$ cat src/rtl/bit_nibble_fifo_ctrl_pkg.sv
// ============================================================================
// Module   : bit_nibble_fifo_ctrl_pkg
// Brief    : Shared RAM geometry and output-buffer state encoding for the
//            bit-in / nibble-out FIFO controller.
// Revision : 1.0 - initial release
// ============================================================================
`default_nettype none

package bit_nibble_fifo_ctrl_pkg;

   localparam int BIT_AW     = 12;
   localparam int NIB_AW     = 10;
   localparam int DEPTH_BITS = 4096;
   localparam int FILL_W     = BIT_AW + 1;

   typedef enum logic [1:0] {
      SKID_EMPTY = 2'd0,
      SKID_ONE   = 2'd1,
      SKID_TWO   = 2'd2
   } skid_state_e;

endpackage

`default_nettype wire

$ cat src/rtl/bit_nibble_fifo_ctrl_nibble_skid2.sv
// ============================================================================
// Module   : nibble_skid2
// Brief    : Two-entry register FIFO holding nibbles returned by RAM port B.
// Revision : 1.0 - initial release
// ============================================================================
`default_nettype none

module nibble_skid2
   import bit_nibble_fifo_ctrl_pkg::*;
(
   input  logic       clk_i,
   input  logic       rst_i,
   input  logic       push_i,
   input  logic [3:0] data_i,
   input  logic       pop_i,
   output logic [3:0] data_o,
   output logic       valid_o,
   output logic       full_o,
   output logic [1:0] level_o
);

   skid_state_e state_q, state_d;
   logic [3:0]  head_q, head_d;
   logic [3:0]  tail_q, tail_d;

   always_ff @(posedge clk_i or posedge rst_i) begin
      if (rst_i) begin
         state_q <= SKID_EMPTY;
         head_q  <= 4'd0;
         tail_q  <= 4'd0;
      end else begin
         state_q <= state_d;
         head_q  <= head_d;
         tail_q  <= tail_d;
      end
   end

   always_comb begin
      state_d = state_q;
      head_d  = head_q;
      tail_d  = tail_q;
      case (state_q)
         SKID_EMPTY: begin
            if (push_i) begin
               state_d = SKID_ONE;
               head_d  = data_i;
            end
         end
         SKID_ONE: begin
            case ({push_i, pop_i})
               2'b10: begin
                  state_d = SKID_TWO;
                  tail_d  = data_i;
               end
               2'b01:   state_d = SKID_EMPTY;
               2'b11:   head_d  = data_i;
               default: state_d = SKID_ONE;
            endcase
         end
         SKID_TWO: begin
            // The issue rule in the parent guarantees no push arrives here.
            if (pop_i) begin
               state_d = SKID_ONE;
               head_d  = tail_q;
            end
         end
         default: state_d = SKID_EMPTY;
      endcase
   end

   assign data_o  = head_q;
   assign valid_o = (state_q != SKID_EMPTY);
   assign full_o  = (state_q == SKID_TWO);
   assign level_o = (state_q == SKID_TWO) ? 2'd2 :
                    (state_q == SKID_ONE) ? 2'd1 : 2'd0;

   a_no_push_when_two: assert property (
      @(posedge clk_i) disable iff (rst_i) !(push_i && state_q == SKID_TWO));

endmodule

`default_nettype wire

$ cat src/rtl/bit_nibble_fifo_ctrl.sv
// ============================================================================
// Module   : bit_nibble_fifo_ctrl
// Brief    : Drives a 4096x1 / 1024x4 dual-port RAM as a serial-bit-in,
//            nibble-out FIFO with a valid/ready output.
// Revision : 1.0 - initial release
// ============================================================================
`default_nettype none

module bit_nibble_fifo_ctrl
   import bit_nibble_fifo_ctrl_pkg::*;
(
   input  logic                CLK,
   input  logic                RST,
   input  logic                DIN,
   input  logic                DIN_VALID,
   output logic                DIN_READY,
   output logic [3:0]          DOUT,
   output logic                DOUT_VALID,
   input  logic                DOUT_READY,
   output logic [FILL_W-1:0]   FILL,
   output logic [BIT_AW-1:0]   ADDRA,
   output logic                DIA,
   output logic                ENA,
   output logic                WEA,
   output logic                RSTA,
   output logic [NIB_AW-1:0]   ADDRB,
   output logic [3:0]          DIB,
   output logic                WEB,
   output logic                RSTB,
   output logic                ENB,
   input  logic [3:0]          DOB
);

   logic [FILL_W-1:0] wr_ptr_q, wr_ptr_d;
   logic [NIB_AW:0]   rd_ptr_q, rd_ptr_d;
   logic              inflight_q, inflight_d;

   logic [FILL_W-1:0] fill_w;
   logic              accept_w;
   logic              avail_w;
   logic              pop_w;
   logic              issue_w;
   logic [2:0]        occ_w;
   logic [1:0]        held_w;
   logic              skid_full_w;
   logic              skid_valid_w;
   logic [3:0]        skid_data_w;

   always_ff @(posedge CLK or posedge RST) begin
      if (RST) begin
         wr_ptr_q   <= '0;
         rd_ptr_q   <= '0;
         inflight_q <= 1'b0;
      end else begin
         wr_ptr_q   <= wr_ptr_d;
         rd_ptr_q   <= rd_ptr_d;
         inflight_q <= inflight_d;
      end
   end

   // Fill counts only RAM-resident bits; issued nibbles have already left.
   assign fill_w   = wr_ptr_q - {rd_ptr_q, 2'b00};
   assign accept_w = DIN_VALID & DIN_READY;
   assign avail_w  = (fill_w >= FILL_W'(4));
   assign pop_w    = skid_valid_w & DOUT_READY;
   assign occ_w    = {1'b0, held_w} + {2'b00, inflight_q} - {2'b00, pop_w};
   assign issue_w  = avail_w & (occ_w < 3'd2);

   always_comb begin
      wr_ptr_d   = wr_ptr_q;
      rd_ptr_d   = rd_ptr_q;
      inflight_d = issue_w;
      if (accept_w) wr_ptr_d = wr_ptr_q + FILL_W'(1);
      if (issue_w)  rd_ptr_d = rd_ptr_q + (NIB_AW+1)'(1);
   end

   nibble_skid2 u_skid (
      .clk_i   (CLK),
      .rst_i   (RST),
      .push_i  (inflight_q),
      .data_i  (DOB),
      .pop_i   (pop_w),
      .data_o  (skid_data_w),
      .valid_o (skid_valid_w),
      .full_o  (skid_full_w),
      .level_o (held_w)
   );

   a_no_issue_into_full: assert property (
      @(posedge CLK) disable iff (RST) !(skid_full_w && !pop_w && issue_w));

   assign DIN_READY  = (fill_w < FILL_W'(DEPTH_BITS));
   assign DOUT       = skid_data_w;
   assign DOUT_VALID = skid_valid_w;
   assign FILL       = fill_w;
   assign ADDRA      = wr_ptr_q[BIT_AW-1:0];
   assign DIA        = DIN;
   assign ENA        = accept_w;
   assign WEA        = accept_w;
   assign RSTA       = 1'b0;
   assign ADDRB      = rd_ptr_q[NIB_AW-1:0];
   assign DIB        = 4'd0;
   assign WEB        = 1'b0;
   assign RSTB       = 1'b0;
   assign ENB        = issue_w;

endmodule

`default_nettype wire

$ cat config.mk
export PLATFORM = sky130hd
export DESIGN_NAME = bit_nibble_fifo_ctrl
export DESIGN_NICKNAME = d
export VERILOG_FILES = /design/src/rtl/bit_nibble_fifo_ctrl_pkg.sv /design/src/rtl/bit_nibble_fifo_ctrl_nibble_skid2.sv /design/src/rtl/bit_nibble_fifo_ctrl.sv
export SDC_FILE = /design/constraint.sdc
export NUM_CORES = 1
export LEC_CHECK = 0
export BUFFER_PORTS_ARGS = -buffer_cell sky130_fd_sc_hd__buf_2
export CAP_MARGIN = 20
export CORE_MARGIN = 10
export CORE_UTILIZATION = 52
export CTS_CLUSTER_DIAMETER = 200
export CTS_CLUSTER_SIZE = 10
export DETAILED_ROUTE_END_ITERATION = 8
export MAX_ROUTING_LAYER = met4
export PLACE_DENSITY_LB_ADDON = 0.25
export SYNTH_ARGS = -nofsm -noshare
export SYNTH_HDL_FRONTEND = slang
export SYNTH_SLANG_ARGS = --single-unit
$ cat constraint.sdc
create_clock -name CLK -period 3.3 [get_ports CLK]
set_input_delay 0.165 -clock CLK [delete_from_list [all_inputs] [get_ports CLK]]
set_output_delay 0.165 -clock CLK [all_outputs]
set_load 0.02 [all_outputs]
==> results by stage <==
Logic synthesis:
- In this run, distinct cell masters in the synthesized netlist total 49.
- For this run, the register share of the synthesized area comes to 0.351.
- The count of state elements after synthesis is 35.
- The top cell type by total area after synthesis is dfrtp_1.
- The synthesized design contains 0 enable-type register cells.
- A synthesized cell averages 9.37 um^2.
- The total number of yosys warnings is 0.
- The cell area after technology mapping is 2490 um^2.
- The synthesized netlist cell count is 266.
- The primary flip-flop cell chosen by synthesis mapping is dfrtp_1.
- Counting flops with an async set or reset pin after synthesis yields a share of 1.00.
- The top cell type's share of synthesized area is 0.351.
- In the post-synthesis netlist, the biggest area contributors are dfrtp_1, buf_4, xnor2_1, ha_1, inv_1.

Clock network:
- TritonCTS built the clock tree.
- The number of levels the H-tree was split into is 2.
- The number of buffers created by CTS is 5.
- Clock-pin slew was measured on the worst setup and hold paths at 70 ps.
- The clock latency reported for the late side of the worst-skew pair is 290 ps.
- The cts-stage hold buffer count is 0.
- The maximum number of buffers from clock root to sink is 2.
- The clock sink count is 35.
- The clock root buffer is clkbuf_8.

Routing:
- The violation count after the first detailed-route iteration is 91.
- The detail-routed via count per cell is 5.18.
- The number of vias after detailed routing is 1,891.
- For this run, the detailed router's first-pass iteration total came to 6.
- The final antenna-violating net count is 0.
- The average wire per standard cell is 16.1 um.
- After detailed routing, the number of remaining DRC violations is 0.
- The aggregate routed wire length is 5.87 mm.

Pwr:
- Across the VDD grid, the largest voltage drop is 0.981 mV.
- The part of the total power dissipated in sequential elements is 0.222.
- Of the total power, combinational logic draws 0.678.
- The relative contribution of the clock network to total power is 0.100.
- The analysis attributes to cell leakage a power of 0.00140 uW.
- For this design the ratio of total power to cell area is 1090 nW/um^2.
- The internal power of the cells totals 1540 uW.
- The net load switching power is 1580 uW.
- Total power for the finished layout comes to 3120 uW.
- Of the total power, the share spent switching nets is 0.507.

Global route:
- For this run, the total global-route usage over all layers was measured as 0.159.
- The number of global-route vias before repair is 2,041.
- The first global-routing pass estimated 9.68 mm of wire.
- The initial antenna violation count was 0.
- The maximum number of pins on one net before global-route repair is 22.
- The sum of overflow across all layers after global routing is 0.

Outcome:
- The run finished with clean final reports.

Job:
- The number of max-capacitance violations reported is 0.

Timing:
- The hold violation total from the final report came to 0.
- The count of final max-slew check failures was 0.
- The clock tree skew after final layout is 3.95 ps.
- The clock period minus final worst setup slack is 3230 ps.
- The fmax is 310 MHz.
- Headroom to the max-slew limit came out at 0.465.
- For the pin with the worst max-slew slack, the measured transition is 801 ps.
- The final cycle utilization of the critical path is 0.978.
- The count of final setup violators is 0.
- After layout, the worst setup slack is 71.1 ps.
- The final-layout worst hold slack is 15.7 ps.

Layout:
- The library cells used most frequently in the layout, excluding fill and tap cells, are buf_2, dfrtp_1, inv_1.
- The finished cells cover 2860 um^2.
- The antenna diode count is 0.
- The register cell area after layout is 877 um^2.
- The filler cells instantiated in the layout total 427.
- From synthesis to final layout, the design area changed by 14.8%.
- In the final layout, the share of cells above drive strength 1 is 0.312.
- The most frequent standard cell in the layout excluding fill and tap cells is buf_2.
- For this run, the post-layout net count is 338.
- The area occupied by multi-input gates is 1330 um^2.

Floorplan:
- The die covers 7970 um^2.
- The height of the die is 89.3 um.
- The number of primary I/O pins is 61.
- The number of cell rows is 25.
- The core footprint is 4690 um^2.
- The initial core utilization is 0.531.
- The die is 89.3 um wide.

Critical path:
- The worst register-to-register path has a depth of 11.
- By startpoint and endpoint, the worst setup path is classified as flip-flop to primary output.
- STA classifies the critical path endpoint as a primary output.
- Along the worst path, the maximum fanout reaches 5.
- At the worst endpoint, the arrival time is 3060 ps.
- The required time of the worst setup path is 3130 ps.
- The worst setup slack for register-to-register paths is 180 ps.
- The type of element launching the critical path is a flip-flop.

Place:
- Port buffering added 51 buffers.
- In this run the cell area measured after placement is 2680 um^2.
- Routability-driven placement finished with a final weighted congestion of 0.917.
- The post-placement worst setup slack is 89.6 ps.
- Detailed placement finished with a half-perimeter wire length of 4.66 mm.

Hold path:
- The classification of the worst-slack hold path is input pin to asynchronous set/reset pin.
stage by stage:
| step | util | instances | setup TNS [ps] |
|---|---|---|---|
| 3_3_place_gp | 0.571 | 353 | 0 |
| 4_1_cts | 0.598 | 362 | 0 |
| 6_report | 0.610 | 365 | 0 |
| 5_1_grt | 0.610 | 365 | -12.9 |
| 2_1_floorplan | - | 272 | 0 |
| 3_5_place_dp | 0.571 | 353 | 0 |
layer usage:
| layer | wire length, um | part of all wire | up-vias | GRT usage |
|---|---|---|---|---|
| met5 | 0 | 0 | - | - |
| met4 | 50 | 0.0085 | 0 | 0.0462 |
| met3 | 334 | 0.057 | 6 | 0.0365 |
| met2 | 2820 | 0.48 | 47 | 0.259 |
| met1 | 2670 | 0.45 | 898 | 0.193 |
| li1 | - | - | 940 | - |
Yosys cell counts (6+ instances only):
master   instances
ha_1            17
nand2_1         10
buf_4           33
xnor2_1         26
nand3_1          6
a21oi_1         13
dfrtp_1         35
nand4_1          6
nor3_1           7
inv_1           28
nor2_1          16
state kept, by name, summed over array words and instances (netlist names):
| name | flops |
|---|---|
| u_skid.data_o | 4 |
| u_skid.tail_q | 4 |
| rd_ptr_q | 11 |
| u_skid.state_q | 2 |
| inflight_q | 1 |
| wr_ptr_q | 13 |
final cells by class:
type                       instances  share of cell area
clock buffer                       5              0.0240
clock inverter                     3             0.00699
inverter                          28              0.0367
multi-input combinational        170               0.463
sequential                        35               0.306
tap                               54              0.0236
timing repair buffer              70               0.139
logic make-up after synthesis:
family,synth area share
other,0.00150
xor gates and xnor gates,0.0983
adders and majority gates,0.101
muxes,0.0381
DFF,0.351
buffers and inverters,0.154
and+or+nand+nor,0.163
AOI/OAI and AO/OA,0.0923
final timing paths:
kind	start	to
worst max register to register	rd_ptr_q[1]	rd_ptr_q[5]
worst min register to register	rd_ptr_q[5]	rd_ptr_q[5]
min in group CLK	DOUT_READY	u_skid.state_q[1]
max in group asynchronous	RST	rd_ptr_q[1]
worst min-delay path	RST	u_skid.data_o[1]
worst max-delay path	rd_ptr_q[1]	ENB
power by group through the flow:
stage	Sequential, uW	Combinational, uW	Clock (uW)
floorplan	728	1470	0
finish	693	2120	313
CTS	699	2040	318
global route	716	2340	341
global placement	699	1920	0
detailed placement	709	1940	0
repair_timing:
action / 4_1_cts / 5_1_grt
buffers inserted: 1 / 3
resized for setup: 5 / 7
pin swaps: 1 / 4
endpoints found under the setup margin: 1 / 7
worst max-delay path, cell delays in order (launching register included):
cell and delay (ps):
dfrtp_2 440, inv_1 90, ha_1 230, nor2b_1 150, o211ai_1 390, a2111o_1 220
o311ai_1 150, or3b_1 440, o41a_4 490, buf_2 170
Power figures use the tool's default switching activity.
